## src/rtl/grf_hazard_scoreboard_pkg.sv

```systemverilog
// Shared constants for the GRF hazard scoreboard: forward codes, Tuse/Tnew
// encodings and scoreboard slot indexing.
package grf_hazard_scoreboard_pkg;

    localparam logic [1:0] FWD_GRF = 2'd0;
    localparam logic [1:0] FWD_E   = 2'd1;
    localparam logic [1:0] FWD_M   = 2'd2;
    localparam logic [1:0] FWD_W   = 2'd3;

    localparam logic [1:0] TUSE_NONE = 2'd3;

    localparam logic [1:0] TNEW_ALU  = 2'd1;
    localparam logic [1:0] TNEW_LOAD = 2'd2;
    localparam logic [1:0] TNEW_JAL  = 2'd0;
    localparam logic [1:0] TNEW_MFHI = 2'd1;

    localparam int unsigned NSLOT  = 3;
    localparam int unsigned SLOT_E = 0;
    localparam int unsigned SLOT_M = 1;
    localparam int unsigned SLOT_W = 2;

    // Slot index 0/1/2 (E/M/W) maps onto forward codes 1/2/3.
    function automatic logic [1:0] slot_fwd_code(input int unsigned idx);
        return 2'(idx + 1);
    endfunction

endpackage

```

## src/rtl/grf_hazard_scoreboard_if.sv

```systemverilog
// D-stage hazard interface: pipeline drives the D-stage operand info,
// the scoreboard returns stall, forward selects and the stall counter.
interface grf_hazard_scoreboard_if #(
    parameter int unsigned AW = 5,
    parameter int unsigned TW = 2,
    parameter int unsigned CW = 32
);
    logic [AW-1:0] D_Rs;
    logic [AW-1:0] D_Rt;
    logic [TW-1:0] D_TuseRs;
    logic [TW-1:0] D_TuseRt;
    logic          D_WE;
    logic [AW-1:0] D_WA;
    logic [TW-1:0] D_TnewE;
    logic          D_IsMd;
    logic          MdBusy;
    logic          Flush;
    logic          Stall;
    logic [1:0]    FwdRs;
    logic [1:0]    FwdRt;
    logic [CW-1:0] StallCnt;

    modport master (
        output D_Rs, D_Rt, D_TuseRs, D_TuseRt, D_WE, D_WA, D_TnewE,
               D_IsMd, MdBusy, Flush,
        input  Stall, FwdRs, FwdRt, StallCnt
    );

    modport slave (
        input  D_Rs, D_Rt, D_TuseRs, D_TuseRt, D_WE, D_WA, D_TnewE,
               D_IsMd, MdBusy, Flush,
        output Stall, FwdRs, FwdRt, StallCnt
    );
endinterface

```

## src/rtl/grf_src_resolve.sv

```systemverilog
// Resolves one D-stage source operand against the E/M/W scoreboard slots.
module grf_src_resolve
    import grf_hazard_scoreboard_pkg::*;
#(
    parameter int unsigned AW = 5,
    parameter int unsigned TW = 2
) (
    input  logic [NSLOT-1:0]         slot_v_i,
    input  logic [NSLOT-1:0][AW-1:0] slot_wa_i,
    input  logic [NSLOT-1:0][TW-1:0] slot_tnew_i,
    input  logic [AW-1:0]            addr_i,
    input  logic [TW-1:0]            tuse_i,
    output logic [1:0]               fwd_o,
    output logic                     hazard_o
);

    logic hit;

    // Nearest matching slot (E, then M, then W) decides forward/hazard.
    always_comb begin
        fwd_o    = FWD_GRF;
        hazard_o = 1'b0;
        hit      = 1'b0;
        if (tuse_i != TW'(TUSE_NONE)) begin
            for (int unsigned i = 0; i < NSLOT; i++) begin
                if (!hit && slot_v_i[i] && (slot_wa_i[i] == addr_i)) begin
                    hit = 1'b1;
                    if (slot_tnew_i[i] == '0) begin
                        fwd_o = slot_fwd_code(i);
                    end else if (slot_tnew_i[i] > tuse_i) begin
                        hazard_o = 1'b1;
                    end
                end
            end
        end
    end

endmodule

```

## src/rtl/grf_hazard_scoreboard.sv

```systemverilog
// D-stage hazard controller: 3-slot write scoreboard (E/M/W), stall and
// forward-select generation, and a stall-cycle counter.
module grf_hazard_scoreboard
    import grf_hazard_scoreboard_pkg::*;
#(
    parameter int unsigned AW = 5,
    parameter int unsigned TW = 2,
    parameter int unsigned CW = 32
) (
    input  logic                    Clk,
    input  logic                    Reset,
    grf_hazard_scoreboard_if.slave  hz
);

    logic [NSLOT-1:0]         sb_v_q, sb_v_d;
    logic [NSLOT-1:0][AW-1:0] sb_wa_q, sb_wa_d;
    logic [NSLOT-1:0][TW-1:0] sb_tnew_q, sb_tnew_d;
    logic [CW-1:0]            cnt_q, cnt_d;

    logic       hazard_rs, hazard_rt, stall;
    logic [1:0] fwd_rs, fwd_rt;

    function automatic logic [TW-1:0] tnew_dec(input logic [TW-1:0] t);
        return (t == '0) ? '0 : t - TW'(1);
    endfunction

    grf_src_resolve #(.AW(AW), .TW(TW)) u_rs (
        .slot_v_i    (sb_v_q),
        .slot_wa_i   (sb_wa_q),
        .slot_tnew_i (sb_tnew_q),
        .addr_i      (hz.D_Rs),
        .tuse_i      (hz.D_TuseRs),
        .fwd_o       (fwd_rs),
        .hazard_o    (hazard_rs)
    );

    grf_src_resolve #(.AW(AW), .TW(TW)) u_rt (
        .slot_v_i    (sb_v_q),
        .slot_wa_i   (sb_wa_q),
        .slot_tnew_i (sb_tnew_q),
        .addr_i      (hz.D_Rt),
        .tuse_i      (hz.D_TuseRt),
        .fwd_o       (fwd_rt),
        .hazard_o    (hazard_rt)
    );

    assign stall       = hazard_rs | hazard_rt | (hz.D_IsMd & hz.MdBusy);
    assign hz.Stall    = stall;
    assign hz.FwdRs    = fwd_rs;
    assign hz.FwdRt    = fwd_rt;
    assign hz.StallCnt = cnt_q;

    // Next scoreboard contents: flush clears, stall bubbles E, M/W always age.
    always_comb begin
        sb_v_d    = sb_v_q;
        sb_wa_d   = sb_wa_q;
        sb_tnew_d = sb_tnew_q;
        cnt_d     = cnt_q;
        if (hz.Flush) begin
            sb_v_d = '0;
        end else begin
            sb_v_d[SLOT_E]    = ~stall & hz.D_WE & (hz.D_WA != '0);
            sb_wa_d[SLOT_E]   = hz.D_WA;
            sb_tnew_d[SLOT_E] = hz.D_TnewE;
            sb_v_d[SLOT_M]    = sb_v_q[SLOT_E];
            sb_wa_d[SLOT_M]   = sb_wa_q[SLOT_E];
            sb_tnew_d[SLOT_M] = tnew_dec(sb_tnew_q[SLOT_E]);
            sb_v_d[SLOT_W]    = sb_v_q[SLOT_M];
            sb_wa_d[SLOT_W]   = sb_wa_q[SLOT_M];
            sb_tnew_d[SLOT_W] = tnew_dec(sb_tnew_q[SLOT_M]);
            if (stall) begin
                cnt_d = cnt_q + CW'(1);
            end
        end
    end

    // Scoreboard and stall counter registers.
    always_ff @(posedge Clk or negedge Reset) begin
        if (!Reset) begin
            sb_v_q    <= '0;
            sb_wa_q   <= '0;
            sb_tnew_q <= '0;
            cnt_q     <= '0;
        end else begin
            sb_v_q    <= sb_v_d;
            sb_wa_q   <= sb_wa_d;
            sb_tnew_q <= sb_tnew_d;
            cnt_q     <= cnt_d;
        end
    end

endmodule

```

## src/flat_wrapper.sv

```systemverilog
// flat-port wrapper written by rule: the top's interface ports become plain ports
module grf_hazard_scoreboard_flat import grf_hazard_scoreboard_pkg::*;
#(
    parameter int unsigned AW = 5,
    parameter int unsigned TW = 2,
    parameter int unsigned CW = 32
)
  (Clk, Reset, hz_D_Rs, hz_D_Rt, hz_D_TuseRs, hz_D_TuseRt, hz_D_WE, hz_D_WA, hz_D_TnewE, hz_D_IsMd, hz_MdBusy, hz_Flush, hz_Stall, hz_FwdRs, hz_FwdRt, hz_StallCnt);
  grf_hazard_scoreboard_if #(.AW(AW), .TW(TW), .CW(CW)) hz_i ();
  input  logic Clk;
  input  logic Reset;
  input wire logic [$bits(hz_i.D_Rs)-1:0] hz_D_Rs;
  input wire logic [$bits(hz_i.D_Rt)-1:0] hz_D_Rt;
  input wire logic [$bits(hz_i.D_TuseRs)-1:0] hz_D_TuseRs;
  input wire logic [$bits(hz_i.D_TuseRt)-1:0] hz_D_TuseRt;
  input wire logic [$bits(hz_i.D_WE)-1:0] hz_D_WE;
  input wire logic [$bits(hz_i.D_WA)-1:0] hz_D_WA;
  input wire logic [$bits(hz_i.D_TnewE)-1:0] hz_D_TnewE;
  input wire logic [$bits(hz_i.D_IsMd)-1:0] hz_D_IsMd;
  input wire logic [$bits(hz_i.MdBusy)-1:0] hz_MdBusy;
  input wire logic [$bits(hz_i.Flush)-1:0] hz_Flush;
  output wire logic [$bits(hz_i.Stall)-1:0] hz_Stall;
  output wire logic [$bits(hz_i.FwdRs)-1:0] hz_FwdRs;
  output wire logic [$bits(hz_i.FwdRt)-1:0] hz_FwdRt;
  output wire logic [$bits(hz_i.StallCnt)-1:0] hz_StallCnt;
  assign hz_i.D_Rs = hz_D_Rs;
  assign hz_i.D_Rt = hz_D_Rt;
  assign hz_i.D_TuseRs = hz_D_TuseRs;
  assign hz_i.D_TuseRt = hz_D_TuseRt;
  assign hz_i.D_WE = hz_D_WE;
  assign hz_i.D_WA = hz_D_WA;
  assign hz_i.D_TnewE = hz_D_TnewE;
  assign hz_i.D_IsMd = hz_D_IsMd;
  assign hz_i.MdBusy = hz_MdBusy;
  assign hz_i.Flush = hz_Flush;
  assign hz_Stall = hz_i.Stall;
  assign hz_FwdRs = hz_i.FwdRs;
  assign hz_FwdRt = hz_i.FwdRt;
  assign hz_StallCnt = hz_i.StallCnt;
  grf_hazard_scoreboard #(.AW(AW), .TW(TW), .CW(CW)) u_core (.Clk(Clk), .Reset(Reset), .hz(hz_i));
endmodule
```

## config.mk

```make
export PLATFORM = sky130hd
export DESIGN_NAME = grf_hazard_scoreboard_flat
export DESIGN_NICKNAME = d
export VERILOG_FILES = /design/src/rtl/grf_hazard_scoreboard_pkg.sv /design/src/rtl/grf_hazard_scoreboard_if.sv /design/src/rtl/grf_src_resolve.sv /design/src/rtl/grf_hazard_scoreboard.sv /design/src/flat_wrapper.sv
export SDC_FILE = /design/constraint.sdc
export NUM_CORES = 1
export LEC_CHECK = 0
export ABC_AREA = 1
export BUFFER_PORTS_ARGS = -buffer_cell sky130_fd_sc_hd__buf_2
export CORE_MARGIN = 8
export CORE_UTILIZATION = 60
export DETAILED_ROUTE_END_ITERATION = 7
export PLACE_DENSITY = 0.83
export SYNTH_ARGS = -nofsm -noshare
export SYNTH_HDL_FRONTEND = slang
export SYNTH_SLANG_ARGS = --single-unit
```

## constraint.sdc

```tcl
create_clock -name Clk -period 3 [get_ports Clk]
set_input_delay 0.3 -clock Clk [delete_from_list [all_inputs] [get_ports Clk]]
set_output_delay 0.3 -clock Clk [all_outputs]
set_load 0.03 [all_outputs]
```

==> results.json <==
{
  "crit_path_max_fanout": 35,
  "port-buffer-count": 63,
  "async_reset_ff_share_pct": 100,
  "cts-resized-gates": 0,
  "cts_setup_buffers": 0,
  "maxSlewHeadroom_pct": 61.0,
  "swShare_pct": 34.0,
  "fin_skew_ns": 0.0194,
  "cap_viol_max_count": 0,
  "wl_per_cell_um": 14.1,
  "grt_pass1_wl_um": 16600,
  "power.share.combinational_pct": 23.6,
  "multiInputGateArea_um2": 2130,
  "core_um2": 6280,
  "initial_utilization_pct": 61.2,
  "dp_cells": 689,
  "diodes": 0,
  "hpwl_um": 7590,
  "drtIter0Drc": 177,
  "grt-ovfl-total": 0,
  "p_clk_share_pct": 23.1,
  "synth_edf_count": 0,
  "wl_um": 9770,
  "fin_cells": 695,
  "ys.flop_type": "dfrtp_1",
  "clk_pin_slew_ns": 0.08,
  "grt_max_degree": 39,
  "synth_top_area_share_pct": 36.5,
  "ys_ff_latch": 56,
  "chipWidth_um": 96.0,
  "switchingPower_uw": 559,
  "fillers": 583,
  "insertion_delay_ns": 0.31,
  "critPathMaxStageDelay_ns": 0.45,
  "slew_viol_final": 0,
  "dieArea_um2": 9220,
  "syn-cell-area_um2": 3840,
  "gr-usage-all-layers_pct": 22.3,
  "grt_pass1_vias": 3779,
  "antenna_left": 0,
  "syn_to_final_growth_pct": 10.9,
  "p_int_mw": 1.08,
  "cts_tree": "done",
  "holdPathStages": 3,
  "rsz0062_at_grt": "no",
  "start_kind": "flop",
  "fin_tns_setup_ns": 0,
  "cts-root-buf": "clkbuf_8",
  "clock.fmax_ghz": 0.378,
  "worst_r2r_path_depth": 14,
  "clockBufferDepth": 2,
  "place.gp.congestion": 0.940,
  "power.density_nw_per_um2": 386,
  "crit_path_end_kind": "output port",
  "finalSetupViolCount": 0,
  "fin_nets": 660,
  "leakage_nw": 2.35,
  "fp-row-count": 29,
  "worst_path_most_repeated_cell": "nand2_1",
  "h-tree-depth": 2,
  "drive_gt1_share_pct": 12.8,
  "cpMaxStageDelayCell": "dfrtp_1",
  "worstPathRequired_ns": 2.70,
  "die_y_um": 96.0,
  "synthCells": 561,
  "routed_via_density": 5.44,
  "ios": 64,
  "seqCellArea_um2": 1400,
  "synth_fp_nets": 601,
  "grt_antenna_before_repair": 0,
  "run_status": "finished clean",
  "numCtsBuffers": 5,
  "yosysWarnings": 0,
  "worst_pin_slew_ns": 0.579,
  "path_delay_family": "simple AND/OR/NAND/NOR gates",
  "ys_seq_area_share_pct": 36.5,
  "crit_arrival_ns": 2.35,
  "synth.area.top_cells": "dfrtp_1, nand2_1, nand3_1, nor2_1, inv_1",
  "hold_path_class": "primary input to flop",
  "ir_drop_mv": 0.274,
  "cts.sinks": 56,
  "drc": 0,
  "cp.depth": 12,
  "synth.distinct_cells": 27,
  "crit_chain": "ha_1 -> inv_1 -> nor2_1 -> o21ai_0 -> nor2_1 -> nand3_1 -> nand2_1 -> inv_1 -> nand2_1 -> nand2_1 -> nand3_4 -> buf_2",
  "seqPwrFrac_pct": 53.3,
  "critPathKind": "flop to output port",
  "vias": 3784,
  "hold_viol": 0,
  "period_minus_slack_ns": 2.65,
  "min_period_over_period_pct": 88.3,
  "cp.buffers_inverters": 3,
  "synth_top_area_cell": "dfrtp_1",
  "drt_first_pass_iters": 5,
  "avgSynthCellArea_um2": 6.85
}
## cells by family after synthesis
logic type | count (synthesis) | synth area share [%]
AND/OR/NAND/NOR | 341 | 37.4
buffers and inverters | 74 | 8.11
flip-flops | 56 | 36.5
AO/OA/AOI/OAI | 43 | 6.09
XOR/XNOR | 34 | 7.75
adder cells (fa/ha/maj) | 13 | 4.23
## Yosys cell counts, drive strengths merged, types with 6 or more instances
library cell	number
a21oi	10
buf	6
clkbuf	8
dfrtp	56
ha	13
inv	59
nand2	201
nand3	52
nand4	11
nor2	57
nor3	14
nor4	6
o21ai	26
xnor2	11
xor2	23
## power by group through the flow
stage	registers, mW	clock network, mW	logic [mW]
after floorplan	0.923	0	0.229
after global placement	0.890	0	0.377
after detailed placement	0.890	0	0.389
after CTS	0.877	0.390	0.392
after global routing	0.886	0.411	0.443
final	0.876	0.379	0.388
## flip-flops by register name (all words and copies together), names as in the netlist
register	cells
u_core.sb_v_q	3
u_core.sb_tnew_q	6
u_core.hz.StallCnt	32
u_core.sb_wa_q	15
## layout by cell type, fill, tap and decap left out, types with 5 or more instances in the layout
cell	count
nand2_1	200
buf_2	63
nor2_1	57
dfrtp_1	56
inv_1	54
nand3_1	49
o21ai_0	25
xor2_1	23
nor3_1	14
ha_1	13
xnor2_1	11
nand4_1	11
a21oi_1	10
nor4_1	6
inv_2	5
clkbuf_8	5
## worst reg2reg max path, delay by kind of cell, from the launching register on
kind | cells | cell delay, ns
AOI/OAI and AO/OA | 1 | 0.13
adders and majority gates | 1 | 0.32
buffers and inverters | 2 | 0.11
DFF | 1 | 0.45
and+or+nand+nor | 10 | 1.32
## per-layer routing
layer / track usage, % / vias up / share of wire (%)
met3: 3.20 / 20 / 4.1
met5: 0 / - / 0
met2: 39.8 / 101 / 50
met4: 8.45 / 0 / 2.4
li1: - / 1905 / -
met1: 26.4 / 1758 / 44
## per-stage QoR
stage	cell area (µm²)	utilization (%)	total power [mW]	hold WS (ns)	worst slack [ns]
2_1_floorplan	3840	-	1.15	0.00441	1.16
3_3_place_gp	4180	66.6	1.27	0.250	0.716
3_5_place_dp	4180	66.6	1.28	0.264	0.579
4_1_cts	4260	67.9	1.66	0.189	0.336
5_1_grt	4260	67.9	1.74	0.202	0.145
6_report	4260	67.9	1.64	0.195	0.352
## cell type report
cell class                 count  area share, %
clock buffer                   5           1.61
timing repair buffer          66           7.99
inverter                      60           5.28
multi-input combinational    431           50.0
tap                           77           2.26
sequential                    56           32.9
## path summary, 6_finish.rpt
check                                                start                                  to  slack (ns)
hold reg to reg                 u_core.sb_v_q[0]$_DFF_PN0_          u_core.sb_v_q[1]$_DFF_PN0_        0.52
hold / removal                               hz_D_TnewE[1]     u_core.sb_tnew_q[1]$_DFFE_PN0N_        0.19
max in group asynchronous                            Reset     u_core.sb_tnew_q[3]$_DFFE_PN0N_        1.69
setup / recovery           u_core.sb_tnew_q[3]$_DFFE_PN0N_                            hz_Stall        0.35
setup reg to reg           u_core.sb_tnew_q[3]$_DFFE_PN0N_  u_core.hz.StallCnt[28]$_DFFE_PN0P_        0.61
min in group asynchronous                            Reset  u_core.hz.StallCnt[10]$_DFFE_PN0P_        0.46
## what timing repair did
item / CTS / global route
hold endpoints to repair: 18 / 0
hold buffers: 1 / 0
endpoints found under the setup margin: 0 / 0
Power figures use the tool's default switching activity.
